File: src/rtl/ar_order_router_if.sv
// AR channel bundle for ar_order_router: master AR payload/handshake, shared
// slave AR payload with per-slave handshakes, and the monitored R handshake.
interface ar_order_router_if #(
    parameter int unsigned ADDR_width = 32,
    parameter int unsigned ID_width   = 6,
    parameter int unsigned mID_width  = 2,
    parameter int unsigned user_width = 6
);
    logic [mID_width-1:0]  m_ARID;
    logic [ADDR_width-1:0] m_ARADDR;
    logic [7:0]            m_ARLEN;
    logic [2:0]            m_ARSIZE;
    logic [1:0]            m_ARBURST;
    logic [user_width-1:0] m_ARUSER;
    logic                  m_ARVALID;
    logic                  m_ARREADY;

    logic [ID_width-1:0]   s_ARID;
    logic [ADDR_width-1:0] s_ARADDR;
    logic [7:0]            s_ARLEN;
    logic [2:0]            s_ARSIZE;
    logic [1:0]            s_ARBURST;
    logic [user_width-1:0] s_ARUSER;
    logic s0_ARVALID, s1_ARVALID, s2_ARVALID, s3_ARVALID, s4_ARVALID;
    logic s0_ARREADY, s1_ARREADY, s2_ARREADY, s3_ARREADY, s4_ARREADY;

    logic                  m_RVALID;
    logic                  m_RREADY;
    logic                  m_RLAST;
    logic [2:0]            R_SLV_sel;
    logic                  R_hold;

    // Router side
    modport slave (
        input  m_ARID, m_ARADDR, m_ARLEN, m_ARSIZE, m_ARBURST, m_ARUSER, m_ARVALID,
        output m_ARREADY,
        output s_ARID, s_ARADDR, s_ARLEN, s_ARSIZE, s_ARBURST, s_ARUSER,
        output s0_ARVALID, s1_ARVALID, s2_ARVALID, s3_ARVALID, s4_ARVALID,
        input  s0_ARREADY, s1_ARREADY, s2_ARREADY, s3_ARREADY, s4_ARREADY,
        input  m_RVALID, m_RREADY, m_RLAST,
        output R_SLV_sel, R_hold
    );

    // Environment side
    modport master (
        output m_ARID, m_ARADDR, m_ARLEN, m_ARSIZE, m_ARBURST, m_ARUSER, m_ARVALID,
        input  m_ARREADY,
        input  s_ARID, s_ARADDR, s_ARLEN, s_ARSIZE, s_ARBURST, s_ARUSER,
        input  s0_ARVALID, s1_ARVALID, s2_ARVALID, s3_ARVALID, s4_ARVALID,
        output s0_ARREADY, s1_ARREADY, s2_ARREADY, s3_ARREADY, s4_ARREADY,
        output m_RVALID, m_RREADY, m_RLAST,
        input  R_SLV_sel, R_hold
    );
endinterface

File: src/rtl/ar_order_router.sv
// Read-address router: decodes ARADDR[31:20] to one of five slaves, issues one
// request at a time, and keeps a 4-deep FIFO of slave indices so the R path
// knows which slave returns the next burst.
module ar_order_router #(
    parameter int unsigned ADDR_width = 32,
    parameter int unsigned ID_width   = 6,
    parameter int unsigned mID_width  = 2,
    parameter int unsigned user_width = 6
) (
    input  logic               clk,
    input  logic               reset_n,
    ar_order_router_if.slave   bus
);
    localparam int unsigned NSLV       = 5;
    localparam int unsigned SEL_W      = 3;
    localparam int unsigned PTR_W      = 2;
    localparam int unsigned CNT_W      = 3;
    localparam int unsigned FIFO_DEPTH = 4;
    localparam logic [SEL_W-1:0] SEL_NONE = 3'b111;

    typedef enum logic {IDLE, ISSUE} state_e;

    state_e                 state_q, state_d;
    logic                   arready_q, arready_d;
    logic [NSLV-1:0]        valid_q, valid_d;
    logic [ID_width-1:0]    id_q, id_d;
    logic [ADDR_width-1:0]  addr_q, addr_d;
    logic [7:0]             len_q, len_d;
    logic [2:0]             size_q, size_d;
    logic [1:0]             burst_q, burst_d;
    logic [user_width-1:0]  user_q, user_d;
    logic [SEL_W-1:0]       mem_q [FIFO_DEPTH];
    logic [SEL_W-1:0]       mem_d [FIFO_DEPTH];
    logic [PTR_W-1:0]       wptr_q, wptr_d, rptr_q, rptr_d;
    logic [CNT_W-1:0]       cnt_q, cnt_d;
    logic [SEL_W-1:0]       rsel_q, rsel_d;
    logic                   rhold_q, rhold_d;

    logic [SEL_W-1:0]       dec_slv_c;
    logic [NSLV-1:0]        slv_ready_c;
    logic                   accept_c, issued_c, pop_c;

    // Address region decode; anything outside the first five 1 MiB regions goes to slave 4
    always_comb begin
        dec_slv_c = SEL_W'(4);
        case (bus.m_ARADDR[31:20])
            12'h000: dec_slv_c = SEL_W'(0);
            12'h001: dec_slv_c = SEL_W'(1);
            12'h002: dec_slv_c = SEL_W'(2);
            12'h003: dec_slv_c = SEL_W'(3);
            default: dec_slv_c = SEL_W'(4);
        endcase
    end

    assign slv_ready_c = {bus.s4_ARREADY, bus.s3_ARREADY, bus.s2_ARREADY,
                          bus.s1_ARREADY, bus.s0_ARREADY};
    assign accept_c    = bus.m_ARVALID && arready_q;
    assign issued_c    = |(valid_q & slv_ready_c);
    assign pop_c       = bus.m_RVALID && bus.m_RREADY && bus.m_RLAST && (cnt_q != '0);

    // Next-state: issue FSM, payload capture, order FIFO and registered outputs
    always_comb begin
        state_d = state_q;
        valid_d = valid_q;
        id_d    = id_q;
        addr_d  = addr_q;
        len_d   = len_q;
        size_d  = size_q;
        burst_d = burst_q;
        user_d  = user_q;
        mem_d   = mem_q;
        wptr_d  = wptr_q;
        rptr_d  = rptr_q;
        cnt_d   = cnt_q;

        case (state_q)
            IDLE: begin
                if (accept_c) begin
                    state_d = ISSUE;
                    valid_d = NSLV'(1) << dec_slv_c;
                    id_d    = ID_width'(bus.m_ARID);
                    addr_d  = bus.m_ARADDR;
                    len_d   = bus.m_ARLEN;
                    size_d  = bus.m_ARSIZE;
                    burst_d = bus.m_ARBURST;
                    user_d  = bus.m_ARUSER;
                end
            end
            ISSUE: begin
                if (issued_c) begin
                    state_d = IDLE;
                    valid_d = '0;
                end
            end
            default: begin
                state_d = IDLE;
                valid_d = '0;
            end
        endcase

        // A pop on the same edge as a push frees the slot; a pop on empty never reaches here
        if (accept_c) begin
            mem_d[wptr_q] = dec_slv_c;
            wptr_d        = wptr_q + PTR_W'(1);
        end
        if (pop_c) begin
            rptr_d = rptr_q + PTR_W'(1);
        end
        case ({accept_c, pop_c})
            2'b10:   cnt_d = cnt_q + CNT_W'(1);
            2'b01:   cnt_d = cnt_q - CNT_W'(1);
            default: cnt_d = cnt_q;
        endcase

        arready_d = (state_d == IDLE) && (cnt_d < CNT_W'(FIFO_DEPTH));
        rhold_d   = (cnt_d == '0);
        rsel_d    = (cnt_d == '0) ? SEL_NONE : mem_d[rptr_d];
    end

    // State and output registers
    always_ff @(posedge clk or negedge reset_n) begin
        if (!reset_n) begin
            state_q   <= IDLE;
            arready_q <= 1'b0;
            valid_q   <= '0;
            id_q      <= '0;
            addr_q    <= '0;
            len_q     <= '0;
            size_q    <= '0;
            burst_q   <= '0;
            user_q    <= '0;
            mem_q     <= '{default: '0};
            wptr_q    <= '0;
            rptr_q    <= '0;
            cnt_q     <= '0;
            rsel_q    <= SEL_NONE;
            rhold_q   <= 1'b1;
        end else begin
            state_q   <= state_d;
            arready_q <= arready_d;
            valid_q   <= valid_d;
            id_q      <= id_d;
            addr_q    <= addr_d;
            len_q     <= len_d;
            size_q    <= size_d;
            burst_q   <= burst_d;
            user_q    <= user_d;
            mem_q     <= mem_d;
            wptr_q    <= wptr_d;
            rptr_q    <= rptr_d;
            cnt_q     <= cnt_d;
            rsel_q    <= rsel_d;
            rhold_q   <= rhold_d;
        end
    end

    assign bus.m_ARREADY  = arready_q;
    assign bus.s_ARID     = id_q;
    assign bus.s_ARADDR   = addr_q;
    assign bus.s_ARLEN    = len_q;
    assign bus.s_ARSIZE   = size_q;
    assign bus.s_ARBURST  = burst_q;
    assign bus.s_ARUSER   = user_q;
    assign bus.s0_ARVALID = valid_q[0];
    assign bus.s1_ARVALID = valid_q[1];
    assign bus.s2_ARVALID = valid_q[2];
    assign bus.s3_ARVALID = valid_q[3];
    assign bus.s4_ARVALID = valid_q[4];
    assign bus.R_SLV_sel  = rsel_q;
    assign bus.R_hold     = rhold_q;
endmodule

File: src/flat_wrapper.sv
// flat-port wrapper written by rule: the top's interface ports become plain ports
module ar_order_router_flat 
#(
    parameter int unsigned ADDR_width = 32,
    parameter int unsigned ID_width   = 6,
    parameter int unsigned mID_width  = 2,
    parameter int unsigned user_width = 6
)
  (clk, reset_n, bus_m_ARID, bus_m_ARADDR, bus_m_ARLEN, bus_m_ARSIZE, bus_m_ARBURST, bus_m_ARUSER, bus_m_ARVALID, bus_m_ARREADY, bus_s_ARID, bus_s_ARADDR, bus_s_ARLEN, bus_s_ARSIZE, bus_s_ARBURST, bus_s_ARUSER, bus_s0_ARVALID, bus_s1_ARVALID, bus_s2_ARVALID, bus_s3_ARVALID, bus_s4_ARVALID, bus_s0_ARREADY, bus_s1_ARREADY, bus_s2_ARREADY, bus_s3_ARREADY, bus_s4_ARREADY, bus_m_RVALID, bus_m_RREADY, bus_m_RLAST, bus_R_SLV_sel, bus_R_hold);
  ar_order_router_if #(.ADDR_width(ADDR_width), .ID_width(ID_width), .mID_width(mID_width), .user_width(user_width)) bus_i ();
  input  logic clk;
  input  logic reset_n;
  input wire logic [$bits(bus_i.m_ARID)-1:0] bus_m_ARID;
  input wire logic [$bits(bus_i.m_ARADDR)-1:0] bus_m_ARADDR;
  input wire logic [$bits(bus_i.m_ARLEN)-1:0] bus_m_ARLEN;
  input wire logic [$bits(bus_i.m_ARSIZE)-1:0] bus_m_ARSIZE;
  input wire logic [$bits(bus_i.m_ARBURST)-1:0] bus_m_ARBURST;
  input wire logic [$bits(bus_i.m_ARUSER)-1:0] bus_m_ARUSER;
  input wire logic [$bits(bus_i.m_ARVALID)-1:0] bus_m_ARVALID;
  output wire logic [$bits(bus_i.m_ARREADY)-1:0] bus_m_ARREADY;
  output wire logic [$bits(bus_i.s_ARID)-1:0] bus_s_ARID;
  output wire logic [$bits(bus_i.s_ARADDR)-1:0] bus_s_ARADDR;
  output wire logic [$bits(bus_i.s_ARLEN)-1:0] bus_s_ARLEN;
  output wire logic [$bits(bus_i.s_ARSIZE)-1:0] bus_s_ARSIZE;
  output wire logic [$bits(bus_i.s_ARBURST)-1:0] bus_s_ARBURST;
  output wire logic [$bits(bus_i.s_ARUSER)-1:0] bus_s_ARUSER;
  output wire logic [$bits(bus_i.s0_ARVALID)-1:0] bus_s0_ARVALID;
  output wire logic [$bits(bus_i.s1_ARVALID)-1:0] bus_s1_ARVALID;
  output wire logic [$bits(bus_i.s2_ARVALID)-1:0] bus_s2_ARVALID;
  output wire logic [$bits(bus_i.s3_ARVALID)-1:0] bus_s3_ARVALID;
  output wire logic [$bits(bus_i.s4_ARVALID)-1:0] bus_s4_ARVALID;
  input wire logic [$bits(bus_i.s0_ARREADY)-1:0] bus_s0_ARREADY;
  input wire logic [$bits(bus_i.s1_ARREADY)-1:0] bus_s1_ARREADY;
  input wire logic [$bits(bus_i.s2_ARREADY)-1:0] bus_s2_ARREADY;
  input wire logic [$bits(bus_i.s3_ARREADY)-1:0] bus_s3_ARREADY;
  input wire logic [$bits(bus_i.s4_ARREADY)-1:0] bus_s4_ARREADY;
  input wire logic [$bits(bus_i.m_RVALID)-1:0] bus_m_RVALID;
  input wire logic [$bits(bus_i.m_RREADY)-1:0] bus_m_RREADY;
  input wire logic [$bits(bus_i.m_RLAST)-1:0] bus_m_RLAST;
  output wire logic [$bits(bus_i.R_SLV_sel)-1:0] bus_R_SLV_sel;
  output wire logic [$bits(bus_i.R_hold)-1:0] bus_R_hold;
  assign bus_i.m_ARID = bus_m_ARID;
  assign bus_i.m_ARADDR = bus_m_ARADDR;
  assign bus_i.m_ARLEN = bus_m_ARLEN;
  assign bus_i.m_ARSIZE = bus_m_ARSIZE;
  assign bus_i.m_ARBURST = bus_m_ARBURST;
  assign bus_i.m_ARUSER = bus_m_ARUSER;
  assign bus_i.m_ARVALID = bus_m_ARVALID;
  assign bus_m_ARREADY = bus_i.m_ARREADY;
  assign bus_s_ARID = bus_i.s_ARID;
  assign bus_s_ARADDR = bus_i.s_ARADDR;
  assign bus_s_ARLEN = bus_i.s_ARLEN;
  assign bus_s_ARSIZE = bus_i.s_ARSIZE;
  assign bus_s_ARBURST = bus_i.s_ARBURST;
  assign bus_s_ARUSER = bus_i.s_ARUSER;
  assign bus_s0_ARVALID = bus_i.s0_ARVALID;
  assign bus_s1_ARVALID = bus_i.s1_ARVALID;
  assign bus_s2_ARVALID = bus_i.s2_ARVALID;
  assign bus_s3_ARVALID = bus_i.s3_ARVALID;
  assign bus_s4_ARVALID = bus_i.s4_ARVALID;
  assign bus_i.s0_ARREADY = bus_s0_ARREADY;
  assign bus_i.s1_ARREADY = bus_s1_ARREADY;
  assign bus_i.s2_ARREADY = bus_s2_ARREADY;
  assign bus_i.s3_ARREADY = bus_s3_ARREADY;
  assign bus_i.s4_ARREADY = bus_s4_ARREADY;
  assign bus_i.m_RVALID = bus_m_RVALID;
  assign bus_i.m_RREADY = bus_m_RREADY;
  assign bus_i.m_RLAST = bus_m_RLAST;
  assign bus_R_SLV_sel = bus_i.R_SLV_sel;
  assign bus_R_hold = bus_i.R_hold;
  ar_order_router #(.ADDR_width(ADDR_width), .ID_width(ID_width), .mID_width(mID_width), .user_width(user_width)) u_core (.clk(clk), .reset_n(reset_n), .bus(bus_i));
endmodule
File: config.mk
export PLATFORM = sky130hd
export DESIGN_NAME = ar_order_router_flat
export DESIGN_NICKNAME = d
export VERILOG_FILES = /design/src/rtl/ar_order_router_if.sv /design/src/rtl/ar_order_router.sv /design/src/flat_wrapper.sv
export SDC_FILE = /design/constraint.sdc
export NUM_CORES = 1
export LEC_CHECK = 0
export ABC_AREA = 1
export BUFFER_PORTS_ARGS = -buffer_cell sky130_fd_sc_hd__buf_2
export CAP_MARGIN = 10
export CORE_AREA = 2 2 95 97
export CTS_CLUSTER_SIZE = 24
export DETAILED_ROUTE_END_ITERATION = 6
export DIE_AREA = 0 0 97 99
export MAX_ROUTING_LAYER = met4
export PLACE_DENSITY = 0.79
export SYNTH_ARGS = -nofsm -noshare
export SYNTH_HDL_FRONTEND = slang
export SYNTH_SLANG_ARGS = --single-unit
File: constraint.sdc
create_clock -name clk -period 2.2 [get_ports clk]
set_input_delay 0.22 -clock clk [delete_from_list [all_inputs] [get_ports clk]]
set_output_delay 0.22 -clock clk [all_outputs]
set_load 0.05 [all_outputs]
==> impl_metrics.prom <==
# TYPE chip_impl_metric gauge
chip_impl_info{name="status",value="complete, no violations"} 1
chip_impl_metric{name="ant_cells",unit=""} 0
chip_impl_metric{name="finalNonFillerCells",unit=""} 658
chip_impl_metric{name="arrival",unit="ns"} 2.32
chip_impl_metric{name="final_period_minus_worst_setup_slack",unit="ns"} 2.050
chip_impl_info{name="startpoint",value="u_core.cnt_q[0]"} 1
chip_impl_metric{name="global_router_s_overall_resource_usage",unit="%"} 18.08
chip_impl_info{name="post-synth-top-count-cell",value="sky130_fd_sc_hd__nand2_1"} 1
chip_impl_metric{name="netSwitchingPower",unit="uW"} 951.3
chip_impl_info{name="synth_top_flop_cell",value="sky130_fd_sc_hd__dfrtp_1"} 1
chip_impl_metric{name="antenna_violations_before_repair",unit=""} 0
chip_impl_metric{name="r2r_setup_slack",unit="ns"} 0.15
chip_impl_metric{name="critPathMaxFanout",unit=""} 4
chip_impl_metric{name="final_nets",unit=""} 616
chip_impl_metric{name="first_pass_grt_wire_length",unit="microns"} 13740
chip_impl_metric{name="row_count",unit=""} 34
chip_impl_metric{name="cell_area_after_technology_mapping",unit="sq um"} 3580
chip_impl_metric{name="clkSinkCount",unit=""} 83
chip_impl_metric{name="core_area",unit="sq um"} 8551
chip_impl_metric{name="cts.clk_slew.worst_paths",unit="ns"} 0.09
chip_impl_metric{name="setup_viol",unit=""} 0
chip_impl_metric{name="fmax",unit="MHz"} 487.8
chip_impl_metric{name="grt_pass1_vias",unit=""} 2960
chip_impl_metric{name="seq_power_share",unit="%"} 51.5
chip_impl_metric{name="number_of_buffers_inserted_during_clock_tree_synthesis",unit=""} 9
chip_impl_metric{name="routed_wire_length_per_instance",unit="microns"} 12.36
chip_impl_metric{name="synth_seq_area_share",unit="%"} 58.16
chip_impl_info{name="clock_tree.root_cell",value="sky130_fd_sc_hd__clkbuf_8"} 1
chip_impl_metric{name="drt_wl_total",unit="microns"} 8135
chip_impl_metric{name="initial_utilization",unit="%"} 41.86
chip_impl_metric{name="drt_iter0_drc",unit=""} 125
chip_impl_metric{name="ioPinCount",unit=""} 131
chip_impl_metric{name="fillers",unit=""} 808
chip_impl_metric{name="grt_start_max_net_pins",unit=""} 45
chip_impl_metric{name="place_hpwl",unit="microns"} 5956
chip_impl_info{name="worst_path_dominant_cell_family",value="adder cells"} 1
chip_impl_info{name="startpoint_of_the_lowest_slack_register_to_register_path",value="u_core.cnt_q[0]"} 1
chip_impl_metric{name="syn-instance-count",unit=""} 411
chip_impl_metric{name="die_w",unit="microns"} 97
chip_impl_metric{name="p_leak",unit="nW"} 2.797
chip_impl_metric{name="gpl.final_weighted_congestion",unit=""} 0.8225
chip_impl_metric{name="vias",unit=""} 3089
chip_impl_metric{name="p_comb_share",unit="%"} 17.8
chip_impl_info{name="worst_setup_path_end_kind",value="flip-flop"} 1
chip_impl_metric{name="remaining_drc_errors",unit=""} 0
chip_impl_metric{name="worstPathRequired",unit="ns"} 2.47
chip_impl_metric{name="dieArea",unit="sq um"} 9603
chip_impl_metric{name="post_route_cells_drive_above_1_share",unit="%"} 32.18
chip_impl_metric{name="timing.final.hold_violations",unit=""} 0
chip_impl_metric{name="count_of_placed_standard_cells_including_taps",unit=""} 639
chip_impl_info{name="grt_setup_unrepaired",value="false"} 1
chip_impl_info{name="holdCritStartpoint",value="bus_m_ARLEN[4]"} 1
chip_impl_metric{name="cp_num_buf_inv",unit=""} 2
chip_impl_metric{name="intPower",unit="mW"} 2.283
chip_impl_metric{name="relSlewSlack",unit="%"} 62.49
chip_impl_metric{name="timing_worst_slew_pin_value",unit="ns"} 0.5627
chip_impl_metric{name="share_clk_of_total_power",unit="%"} 30.7
chip_impl_info{name="tritoncts_clock_tree",value="done"} 1
chip_impl_metric{name="vdd_drop_max",unit="mV"} 0.2467
chip_impl_info{name="critical_path.slowest_cell",value="sky130_fd_sc_hd__dfrtp_2"} 1
chip_impl_metric{name="timing.critical_path.slowest_cell_delay",unit="ns"} 0.44
chip_impl_metric{name="clkLatencyLatePin",unit="ns"} 0.35
chip_impl_metric{name="max-cap-violations",unit=""} 0
chip_impl_metric{name="power_per_cell_area",unit="nW/um^2"} 708.9
chip_impl_metric{name="cts_max_path_buffers",unit=""} 2
chip_impl_metric{name="synth_async_sr_flop_share",unit="%"} 100.0
chip_impl_metric{name="synthesis.area_per_instance",unit="sq um"} 8.710
chip_impl_info{name="synth.top_cells.by_area",value="sky130_fd_sc_hd__dfrtp_1 (55%), sky130_fd_sc_hd__nand2_1 (21%), sky130_fd_sc_hd__nand3_1 (3.2%)"} 1
chip_impl_info{name="critPathKind",value="flip-flop to flip-flop"} 1
chip_impl_metric{name="timing.clock.skew",unit="ns"} 0.01357
chip_impl_metric{name="die-height",unit="microns"} 99
chip_impl_metric{name="yosys_warnings",unit=""} 0
chip_impl_info{name="cp_cell_sequence",value="nor2_2 > nand2_1 > nand2_1 > inv_1 > ha_2 > fa_1 > a21oi_1 > o21ai_1 > xor2_1 > inv_1 > nand2_2 > nand3_1"} 1
chip_impl_metric{name="synth_edf_count",unit=""} 0
chip_impl_info{name="setup.worst_path.start_class",value="flip-flop"} 1
chip_impl_metric{name="totalNegativeSetupSlack",unit="ns"} 0
chip_impl_metric{name="routed_via_count_divided_by_cell_count",unit=""} 4.695
chip_impl_metric{name="final_min_period_over_clock_period",unit="%"} 93.17
chip_impl_metric{name="max_h_tree_level",unit=""} 3
chip_impl_metric{name="multi_input_comb_area",unit="sq um"} 1330
chip_impl_info{name="hold_path.class",value="input port to flip-flop"} 1
chip_impl_metric{name="final-seq-area",unit="sq um"} 2085
chip_impl_metric{name="switching_share",unit="%"} 29.41
chip_impl_metric{name="share_of_yosys_cell_area_claimed_by_the_top_area_cell_type",unit="%"} 55.23
chip_impl_metric{name="synth_seq_cells",unit=""} 83
chip_impl_metric{name="firstDrtPassIters",unit=""} 4
chip_impl_metric{name="areaGrowthSynthToFinish",unit="%"} 27.47
chip_impl_metric{name="io_buffers",unit=""} 126
chip_impl_metric{name="maxSlewViolCount",unit=""} 0
chip_impl_info{name="netlist.top_cell.by_area",value="sky130_fd_sc_hd__dfrtp_1"} 1
chip_impl_metric{name="post_synth_num_cell_types",unit=""} 35
chip_impl_metric{name="gr-total-overflow",unit=""} 0
chip_impl_metric{name="antenna_violating_nets_post_route",unit=""} 0
chip_impl_info{name="synthTopCellsByCount",value="sky130_fd_sc_hd__nand2_1 (200), sky130_fd_sc_hd__dfrtp_1 (79), sky130_fd_sc_hd__inv_1 (24), sky130_fd_sc_hd__nand3_1 (23), sky130_fd_sc_hd__nor2_1 (12)"} 1
-- cells by family after synthesis --
group,Yosys count,synth area share (%)
AO/OA/AOI/OAI,13,2.202
XOR/XNOR,4,1.189
AND/OR/NAND/NOR,261,30.83
other,1,0.1048
flip-flops,83,58.16
adder cells (fa/ha/maj),6,2.307
buffers and inverters,43,5.208
-- state kept, by name, summed over array words and instances, names as in the netlist, 3 cells and up --
signal                count
u_core.mem_q             12
u_core.cnt_q              3
u_core.bus.s_ARLEN        8
u_core.valid_q            5
u_core.bus.s_ARADDR      32
u_core.bus.R_SLV_sel      3
u_core.bus.s_ARSIZE       3
u_core.bus.s_ARUSER       6
-- per-layer routing --
layer  vias to the layer above  share of wire, %  track usage, %
li1                       1523                 -               -
met1                      1449                43           21.36
met2                       103                50           30.40
met3                        14               5.7           3.972
met4                         0               1.6           7.042
met5                         -                 0               -
-- timing repair --
action                     CTS  global route
hold buffers                 1             0
setup buffers                0             3
hold endpoints to repair    39             0
resized for setup            0             5
setup endpoints to repair    0             5
-- layout make-up --
type	instances	share of cell area, %
multi-input cells	288	29.15
inverters	26	2.139
flip-flops and latches	83	45.68
clock inverters	4	0.5758
well taps	108	2.961
repair buffers	138	16.18
clock buffers	11	3.318
-- stage by stage --
| step | cell area, sq um | utilization (%) | worst slack [ns] | total power [mW] | hold slack, ns |
|---|---|---|---|---|---|
| 3_3_place_gp | 4344 | 50.80 | 0.1226 | 2.193 | 0.2483 |
| 2_1_floorplan | 3592 | - | 0.1376 | 2.036 | -0.07559 |
| 6_report | 4563 | 53.37 | 0.1502 | 3.235 | 0.06538 |
| 5_1_grt | 4563 | 53.37 | 0.01296 | 3.405 | 0.05733 |
| 4_1_cts | 4532 | 53.00 | 0.02004 | 3.224 | 0.04960 |
| 3_5_place_dp | 4344 | 50.80 | 0.04252 | 2.214 | 0.2666 |
-- final timing paths --
path / endpoint / cells after the start
hold / removal: u_core.bus.s_ARLEN[4] / 3
min in group asynchronous: u_core.bus.s_ARADDR[22] / 2
setup reg to reg: u_core.bus.R_SLV_sel[1] / 12
max in group asynchronous: u_core.bus.s_ARUSER[0] / 3
hold reg to reg: u_core.bus.s_ARADDR[22] / 2
setup / recovery: u_core.bus.R_SLV_sel[1] / 12
-- power groups by stage --
stage	registers, mW	clock network [mW]	logic [mW]
after floorplan	1.79	0	0.243
after global placement	1.69	0	0.505
after detailed placement	1.69	0	0.520
after CTS	1.66	1.04	0.524
after global routing	1.68	1.09	0.637
final	1.67	0.993	0.576
-- tightest hold or removal path, delay by kind of cell --
kind | cells | cell delay [ns]
buffers and inverters | 1 | 0.07
and+or+nand+nor | 2 | 0.09
-- cells in the final DEF (no fill, tap or decap), drive strengths merged, types with 5 or more instances in the layout --
cell type  count
buf          137
or2            6
nand4          6
nand2        202
nor2          18
ha             5
clkbuf        11
dfrtp         79
inv           26
nand3         24
No activity file was read; power rests on OpenSTA's default activity.
